## src/rtl/seqdet_pkg.sv

```systemverilog
// Shared types and helpers for the programmable serial sequence detector.
package seqdet_pkg;
  localparam int MAX_PAT_W = 64;

  typedef enum logic {IDLE = 1'b0, HUNT = 1'b1} state_t;

  function automatic logic len_legal(input int unsigned len, input int unsigned pat_w);
    return (len >= 1) && (len <= pat_w);
  endfunction

  // Ones in [len-1:0]; callers truncate to their own pattern width.
  function automatic logic [MAX_PAT_W-1:0] win_mask(input int unsigned len);
    logic [MAX_PAT_W-1:0] m;
    m = '0;
    for (int unsigned i = 0; i < MAX_PAT_W; i++)
      if (i < len) m[i] = 1'b1;
    return m;
  endfunction
endpackage

```

## src/rtl/seqdet_sat_cnt.sv

```systemverilog
// Saturating match counter; a clear coinciding with a match leaves a count of 1.
module seqdet_sat_cnt #(
  parameter int CNT_W = 8
) (
  input  logic             clk,
  input  logic             reset_i,
  input  logic             inc,
  input  logic             clr,
  output logic [CNT_W-1:0] count
);
  always_ff @(posedge clk) begin
    if (reset_i)                   count <= '0;
    else if (clr)                  count <= inc ? CNT_W'(1) : '0;
    else if (inc && (count != '1)) count <= count + CNT_W'(1);
  end
endmodule

```

## src/rtl/seq_detector_param.sv

```systemverilog
// Runtime-programmable serial pattern detector (1..PAT_W bits, overlap mode, match counter).
// Optional `SEQDET_MASK_EN adds a don't-care mask_i latched with the config.
module seq_detector_param
  import seqdet_pkg::*;
#(
  parameter  int PAT_W = 8,
  parameter  int CNT_W = 8,
  localparam int LEN_W = $clog2(PAT_W + 1)
) (
  input  logic             clk,
  input  logic             reset_i,
  input  logic             cfg_load_i,
  input  logic [PAT_W-1:0] pat_i,
  input  logic [LEN_W-1:0] len_i,
  input  logic             overlap_i,
`ifdef SEQDET_MASK_EN
  input  logic [PAT_W-1:0] mask_i,
`endif
  input  logic             in_valid_i,
  input  logic             in_i,
  input  logic             cnt_clr_i,
  output logic             detected_o,
  output logic [CNT_W-1:0] match_cnt_o,
  output logic             cfg_err_o,
  output logic             armed_o
);
  state_t           state_q, state_d;
  logic [PAT_W-1:0] pat_q, hist_q, hist_d, hist_shift, win, care;
  logic [LEN_W-1:0] len_q, fill_q, fill_d, fill_inc;
  logic             ovl_q, shift_en, match, legal, det_q, err_q;

  assign legal = len_legal(32'(len_i), PAT_W);
  assign win   = PAT_W'(win_mask(32'(len_q)));

`ifdef SEQDET_MASK_EN
  logic [PAT_W-1:0] mask_q;
  always_ff @(posedge clk) begin
    if (reset_i)         mask_q <= '0;
    else if (cfg_load_i) mask_q <= mask_i;
  end
  assign care = win & ~mask_q;
`else
  assign care = win;
`endif

  // Match is judged on the post-shift history so detected_o lands one cycle after the last bit.
  always_comb begin
    state_d    = state_q;
    hist_d     = hist_q;
    fill_d     = fill_q;
    hist_shift = {hist_q[PAT_W-2:0], in_i};
    fill_inc   = (fill_q == LEN_W'(PAT_W)) ? fill_q : fill_q + LEN_W'(1);
    shift_en   = (state_q == HUNT) && in_valid_i && !cfg_load_i;
    match      = shift_en && (fill_inc >= len_q) && (((hist_shift ^ pat_q) & care) == '0);
    if (cfg_load_i) begin
      state_d = legal ? HUNT : IDLE;
      hist_d  = '0;
      fill_d  = '0;
    end else if (shift_en) begin
      hist_d = hist_shift;
      fill_d = (match && !ovl_q) ? '0 : fill_inc;
    end
  end

  always_ff @(posedge clk) begin
    if (reset_i) begin
      state_q <= IDLE;
      hist_q  <= '0;
      fill_q  <= '0;
      pat_q   <= '0;
      len_q   <= '0;
      ovl_q   <= 1'b0;
      det_q   <= 1'b0;
      err_q   <= 1'b0;
    end else begin
      state_q <= state_d;
      hist_q  <= hist_d;
      fill_q  <= fill_d;
      det_q   <= match;
      err_q   <= cfg_load_i && !legal;
      if (cfg_load_i) begin
        pat_q <= pat_i;
        len_q <= len_i;
        ovl_q <= overlap_i;
      end
    end
  end

  seqdet_sat_cnt #(.CNT_W(CNT_W)) u_cnt (
    .clk     (clk),
    .reset_i (reset_i),
    .inc     (match),
    .clr     (cnt_clr_i),
    .count   (match_cnt_o)
  );

  assign detected_o = det_q;
  assign cfg_err_o  = err_q;
  assign armed_o    = (state_q == HUNT);
endmodule
```

## config.mk

```make
export PLATFORM = sky130hd
export DESIGN_NAME = seq_detector_param
export DESIGN_NICKNAME = d
export VERILOG_FILES = /design/src/rtl/seqdet_pkg.sv /design/src/rtl/seqdet_sat_cnt.sv /design/src/rtl/seq_detector_param.sv
export SDC_FILE = /design/constraint.sdc
export NUM_CORES = 1
export LEC_CHECK = 0
export ABC_AREA = 1
export ABC_CLOCK_PERIOD_IN_PS = 2100
export CAP_MARGIN = 15
export CORE_MARGIN = 5
export CORE_UTILIZATION = 48
export DETAILED_ROUTE_END_ITERATION = 12
export GPL_ROUTABILITY_DRIVEN = 0
export PLACE_DENSITY = 0.75
export SLEW_MARGIN = 0
export SYNTH_ARGS = -nofsm -noshare
export SYNTH_HDL_FRONTEND = slang
export SYNTH_HIERARCHICAL = 1
export SYNTH_SLANG_ARGS = --single-unit
```

## constraint.sdc

```tcl
create_clock -name clk -period 2.1 [get_ports clk]
set_clock_uncertainty 0.2 [all_clocks]
set_input_delay 0.42 -clock clk [delete_from_list [all_inputs] [get_ports clk]]
set_output_delay 0.42 -clock clk [all_outputs]
set_load 0.005 [all_outputs]
```

-- Yosys cells after proc, flatten, opt, wreduce, memory -nomap -nowiden
Cells that the tools add are included.
- add/subtract/negate cells: 2
- $lt $le $gt $ge: 11
- equality and inequality tests: 2
- multiplexer cells: 14
- bitwise logic cells: 2
- reductions and logical operators: 14
- operators with widths (operator ; number):
    < comparator 3 x 4 -> 1 bit (first input constant) ; 4
    two-way mux 8 bit ; 2
    two-way mux 1 bit ; 10
    adder 8 x 1 -> 8 bit (second input constant) ; 1
    AND 8 bit ; 1
    logical AND 1 bit ; 8
    logical NOT 8 bit ; 1
    < comparator 1 x 4 -> 1 bit (first input constant) ; 2
    < comparator 2 x 4 -> 1 bit (first input constant) ; 2
    two-way mux 4 bit ; 2
    inequality test 8 bit (second input constant) ; 1
    XOR 8 bit ; 1
    adder 4 x 1 -> 4 bit (second input constant) ; 1
    equality test 4 bit (second input constant) ; 1
    >= comparator 4 x 1 -> 1 bit (second input constant) ; 1
    >= comparator 4 bit ; 1
    less-or-equal comparator 4 bit (second input constant) ; 1
    logical NOT 1 bit ; 3
    nonzero test 2 bit ; 1
    OR reduction 2 bit ; 1
- register bits after elaboration: 35
- input port bits: 19
- output and inout port bits: 11
- logic and storage cells: 54

-- Logic depth before layout (Yosys ltp)
- word-level depth: 8
- mapped depth: 19
- depth with buffers taken out: 19

-- By module
The synthesis kept the hierarchy.
- modules (own cells, without submodules) (module ; instances ; cells each ; area each (um^2)):
    seq_detector_param ; 1 ; 191 ; 1402.6
    seqdet_sat_cnt ; 1 ; 75 ; 491.7

-- Least setup slack after synthesis
No wires, ideal clock.
- kind: register -> register
- start point: reg fill_q[0]
- end point: reg u_cnt.count[4]
- setup time: 70 ps
- arrival time: 2071 ps
- data required time: 1830 ps
- path slack: -240 ps
- cell stages (with the launch flop): 19
- buffers on the path: 0
- path through: dfxtp_1 > inv_1 > ha_1 > nand2_1 > nor2_1 > xor2_1 > ha_1 > inv_1 > nand2_1 > nand2_1 > nand2_1 > nand2_1 > a21oi_2 > nand3_1 > inv_1 > nand2_4 > nand2_2 > nand2_1 > a21oi_1
- longest elaborated chain between the ends: 7
- elaborated cells between the ends (all ways): 8
- ends and longest elaborated chain (what ; RTL line ; source):
    from (decl) ; seq_detector_param.sv:29 ; logic [LEN_W-1:0] len_q, fill_q, fill_d, fill_inc;
    from (signal assigned) ; seq_detector_param.sv:78 ; fill_q <= fill_d;
    adder 4 x 1 -> 4 bit or equality test 4 bit (tied branches) ; seq_detector_param.sv:52 ; fill_inc = (fill_q == LEN_W'(PAT_W)) ? fill_q : fill_q + LEN_W'(1);
    two-way mux 4 bit * ; seq_detector_param.sv:52 ;
    >= comparator 4 bit * ; seq_detector_param.sv:54 ; match = shift_en && (fill_inc >= len_q) && (((hist_shift ^ pat_q) & care) == '0);
    logical AND 1 bit * (2 in series) ; seq_detector_param.sv:54 ;
    via match ; seq_detector_param.sv:30 ; logic ovl_q, shift_en, match, legal, det_q, err_q;
    logical AND 1 bit * ; seqdet_sat_cnt.sv:14 ; else if (inc && (count != '1)) count <= count + CNT_W'(1);
    nonzero test 2 bit (no source line) * ; -- ;
    to (signal assigned) ; seqdet_sat_cnt.sv:13 ; else if (clr) count <= inc ? CNT_W'(1) : '0;
    to (signal assigned) ; seqdet_sat_cnt.sv:14 ;
    to (decl) ; seqdet_sat_cnt.sv:9 ; output logic [CNT_W-1:0] count
Mark *: on every way through the listed nets, which the timed path passes. The rest lies on a longest branch.
A chain may end at the register's enable or synchronous reset.

-- Worst setup path after layout
- start point: reg fill_q[0]
- end point: reg u_cnt.count[0]
- longest elaborated chain between the ends: 7
- elaborated cells between the ends (all ways): 10
- ends and longest elaborated chain (what ; RTL line):
    adder 4 x 1 -> 4 bit or equality test 4 bit (tied branches) ; seq_detector_param.sv:52
    two-way mux 4 bit * ; seq_detector_param.sv:52
    >= comparator 4 bit * ; seq_detector_param.sv:54
    logical AND 1 bit * (2 in series) ; seq_detector_param.sv:54
    via match ; seq_detector_param.sv:30
    two-way mux 1 bit or logical AND 1 bit (tied branches) ; seqdet_sat_cnt.sv:13, seqdet_sat_cnt.sv:14
    two-way mux 8 bit or nonzero test 2 bit (tied branches) ; --
Marks and branches as above.

==> results.yml <==
status:
  status: "finished, violations left"
  failed_checks: "negative setup slack"
die:
  ios: 30
  dieHeight_um: 72.8
  core_area_sq_um: 3740
  die_area_sq_um: 5300
  die_w_um: 72.8
  start_util_pct: 50.6
  rows: 22
clocking:
  cts_buffer_depth: 2
  root_buffer: "clkbuf_8"
  tritoncts: "built"
  cts_num_sinks: 35
  cts_max_level: 2
  worstSkewPairLatency_ns: 0.29
  clk_pin_slew_ns: 0.07
  numCtsBuffers: 5
detailed_routing:
  wire_per_inst_um: 11.6
  totalWireLength_um: 4210
  detail_route.vias_per_cell: 4.83
  first_pass_iters: 4
  vias: 1754
  dr.first_iter.drc_count: 96
  final_antenna_net_count: 0
  drc: 0
timing:
  hold_violations: 0
  worstMarginPinSlew_ns: 0.373
  min_period_over_period_pct: 114
  slew_headroom_pct: 75.1
  hold_slack_ns: 0.275
  fin_ws_ns: -0.286
  setup-violations-final: 13
  min_period_ns: 2.39
  final-max-slew-violation-count: 0
  rsz0062_at_grt: "true"
  fmax_mhz: 419
yosys:
  synth_edf_count: 0
  yosys.area.top_type: "dfxtp_1"
  ys_seq_area_share_pct: 37.0
  synth-async-reset-ratio_pct: 0
  ys_top_cells_by_area: "dfxtp_1, nand2_1, inv_1, o22ai_2, a21oi_1"
  synth_most_common_cell: "nand2_1"
  yosysUniqueCellTypes: 27
  ys_ff_latch: 35
  syn_nets: 292
  synth_area_sq_um: 1890
  ys.flop_type: "dfxtp_1"
  syn_avg_cell_area_sq_um: 7.12
  synth_commonest_cells: "nand2_1, inv_1, dfxtp_1"
  syn_inst: 266
  yosys_warnings: 6
  synth_top_area_share_pct: 37.0
power_and_ir_drop:
  power.density_nw_per_um2: 565
  seq_power_share_pct: 48.8
  p_int_mw: 1.06
  switching_share_pct: 26.6
  p_sw_mw: 0.385
  combPwrFrac_pct: 15.0
  peakVddDrop_v: 0.000411
  leakage_nw: 1.11
  p_clk_share_pct: 36.2
cells_and_area:
  fin_area_sq_um: 2560
  final_cells: 363
  diodes: 0
  nets: 340
  area_growth_pct: 35.1
  drive_gt1_share_pct: 23.8
  final_util_pct: 68.3
critical_path:
  crit_arrival_ns: 2.42
  crit_start: "fill_q[0]$_SDFFE_PP0P_"
  required_ns: 2.13
  critPathCapture: "u_cnt/count[0]$_SDFFE_PP0P_"
  worstReg2RegStart: "fill_q[0]$_SDFFE_PP0P_"
  reg2reg_depth: 18
  worstSetupPathType: "register to register"
  rr_endpoint: "u_cnt/count[0]$_SDFFE_PP0P_"
  crit_fanout: 6
  start_kind: "register"
  setup.worst_path.end_class: "register"
  rrSetupSlack_ns: -0.29
placement:
  dp.cells: 351
  portBuffers: 29
  placed_area_sq_um: 2330
  place_ws_ns: -0.222
  dp_hpwl_um: 3090
global_route:
  grt_pass1_vias: 1735
  grt_max_degree: 23
  gr-usage-all-layers_pct: 17.1
  grt_pass1_wl_um: 7180
  grt_overflow_total: 0
  antenna_found_initial: 0
flow_run:
  cap_viol_max_count: 0
hold_path:
  hold_class: "register to register"
[placed cells by master (no fill, tap or decap)]
cell,instances
ha_4,1
nand3_2,1
o21ai_1,3
buf_12,1
dfxtp_1,34
inv_4,1
xor2_2,1
o22ai_2,9
o22ai_1,2
nand4_4,1
inv_2,8
nor3_1,1
xnor2_1,2
clkinvlp_4,1
inv_1,41
clkbuf_8,6
nor2_1,14
nand2_1,59
nand3b_1,1
a21oi_2,8
nand2_4,3
ha_1,6
nor2_4,3
nand4_1,3
clkinv_4,1
xor2_1,2
nand3_1,15
dfxtp_2,1
clkdlybuf4s50_1,29
a21oi_1,14
nand2_8,1
nor2_2,5
or2_1,2
buf_4,15
o21ai_0,12
nand2_2,8
[critical path, stage by stage, from the launching register on]
cell and delay [ns]:
dfxtp_2 0.36, inv_2 0.05, ha_4 0.16, nand2_4 0.07
nor2_4 0.04, xor2_2 0.16, ha_1 0.27, inv_1 0.04
nand2_1 0.05, nand2_1 0.05, nand2_1 0.05, nand2_1 0.06
a21oi_2 0.17, nand3_2 0.11, inv_4 0.11, nand2_1 0.05
o21ai_0 0.12, nand2_2 0.09, a21oi_2 0.13
[power by group through the flow]
stage               Clock, mW  Combinational [mW]  Sequential [mW]
floorplan                   0               0.113            0.717
global placement            0               0.198            0.720
detailed placement          0               0.201            0.721
CTS                     0.536               0.210            0.705
global route            0.568               0.240            0.709
finish                  0.523               0.218            0.705
[cell families after synthesis]
group,synth area share (%)
compound gates,16.8
flops,37.0
xor+xnor,2.31
simple gates,28.1
buf+inv,11.2
fa+ha+maj,4.62
[flip-flops by register name (all words and copies together) (netlist names)]
name and count:
armed_o 1, cfg_err_o 1, detected_o 1, fill_q 4, hist_q 7, len_q 4, ovl_q 1, pat_q 8
u_cnt/count 8
[metal layers]
metal / vias up / part of all wire (%) / track usage [%]
li1: 935 / - / -
met4: 0 / 1.2 / 4.71
met3: 6 / 4.3 / 5.65
met1: 785 / 45 / 20.2
met2: 28 / 50 / 29.6
met5: - / 0 / 0
[worst min-delay path by stage]
| stage | startpoint | end | slack (ns) | depth (start not counted) |
|---|---|---|---|---|
| final | u_cnt/count[6]$_SDFFE_PP0P_ | u_cnt/count[6]$_SDFFE_PP0P_ | 0.28 | 2 |
| after global routing | hist_q[2]$_SDFFE_PP0P_ | hist_q[3]$_SDFFE_PP0P_ | 0.31 | 2 |
| after CTS | u_cnt/count[6]$_SDFFE_PP0P_ | u_cnt/count[6]$_SDFFE_PP0P_ | 0.27 | 2 |
| after detailed placement | u_cnt/count[6]$_SDFFE_PP0P_ | u_cnt/count[6]$_SDFFE_PP0P_ | 0.25 | 2 |
| after global placement | u_cnt/count[6]$_SDFFE_PP0P_ | u_cnt/count[6]$_SDFFE_PP0P_ | 0.25 | 2 |
| after floorplan | pat_q[7]$_SDFFE_PP0P_ | pat_q[7]$_SDFFE_PP0P_ | 0.24 | 2 |
[final cells by class]
cell class | instances | area, sq um
Clock inverter | 2 | 16.3
Fill cell | 333 | 1180
Multi-Input combinational cell | 177 | 1080
Sequential cell | 35 | 702
Timing Repair Buffer | 45 | 423
Inverter | 50 | 190
Tap cell | 48 | 60.1
Clock buffer | 6 | 82.6
[through the flow]
stage | setup TNS (ns) | power, mW
floorplan | -0.645 | 0.830
global placement | -0.955 | 0.918
detailed placement | -1.69 | 0.922
CTS | -1.84 | 1.45
global route | -4.22 | 1.52
finish | -2.44 | 1.45
[what timing repair did]
item / in CTS / in global routing
pin swaps: 4 / 8
hold buffers: 0 / 0
resized for setup: 4 / 18
buffers inserted: 3 / 3
setup endpoints to repair: 12 / 13
endpoints found under the hold margin: 0 / 0
Power figures use the tool's default switching activity.
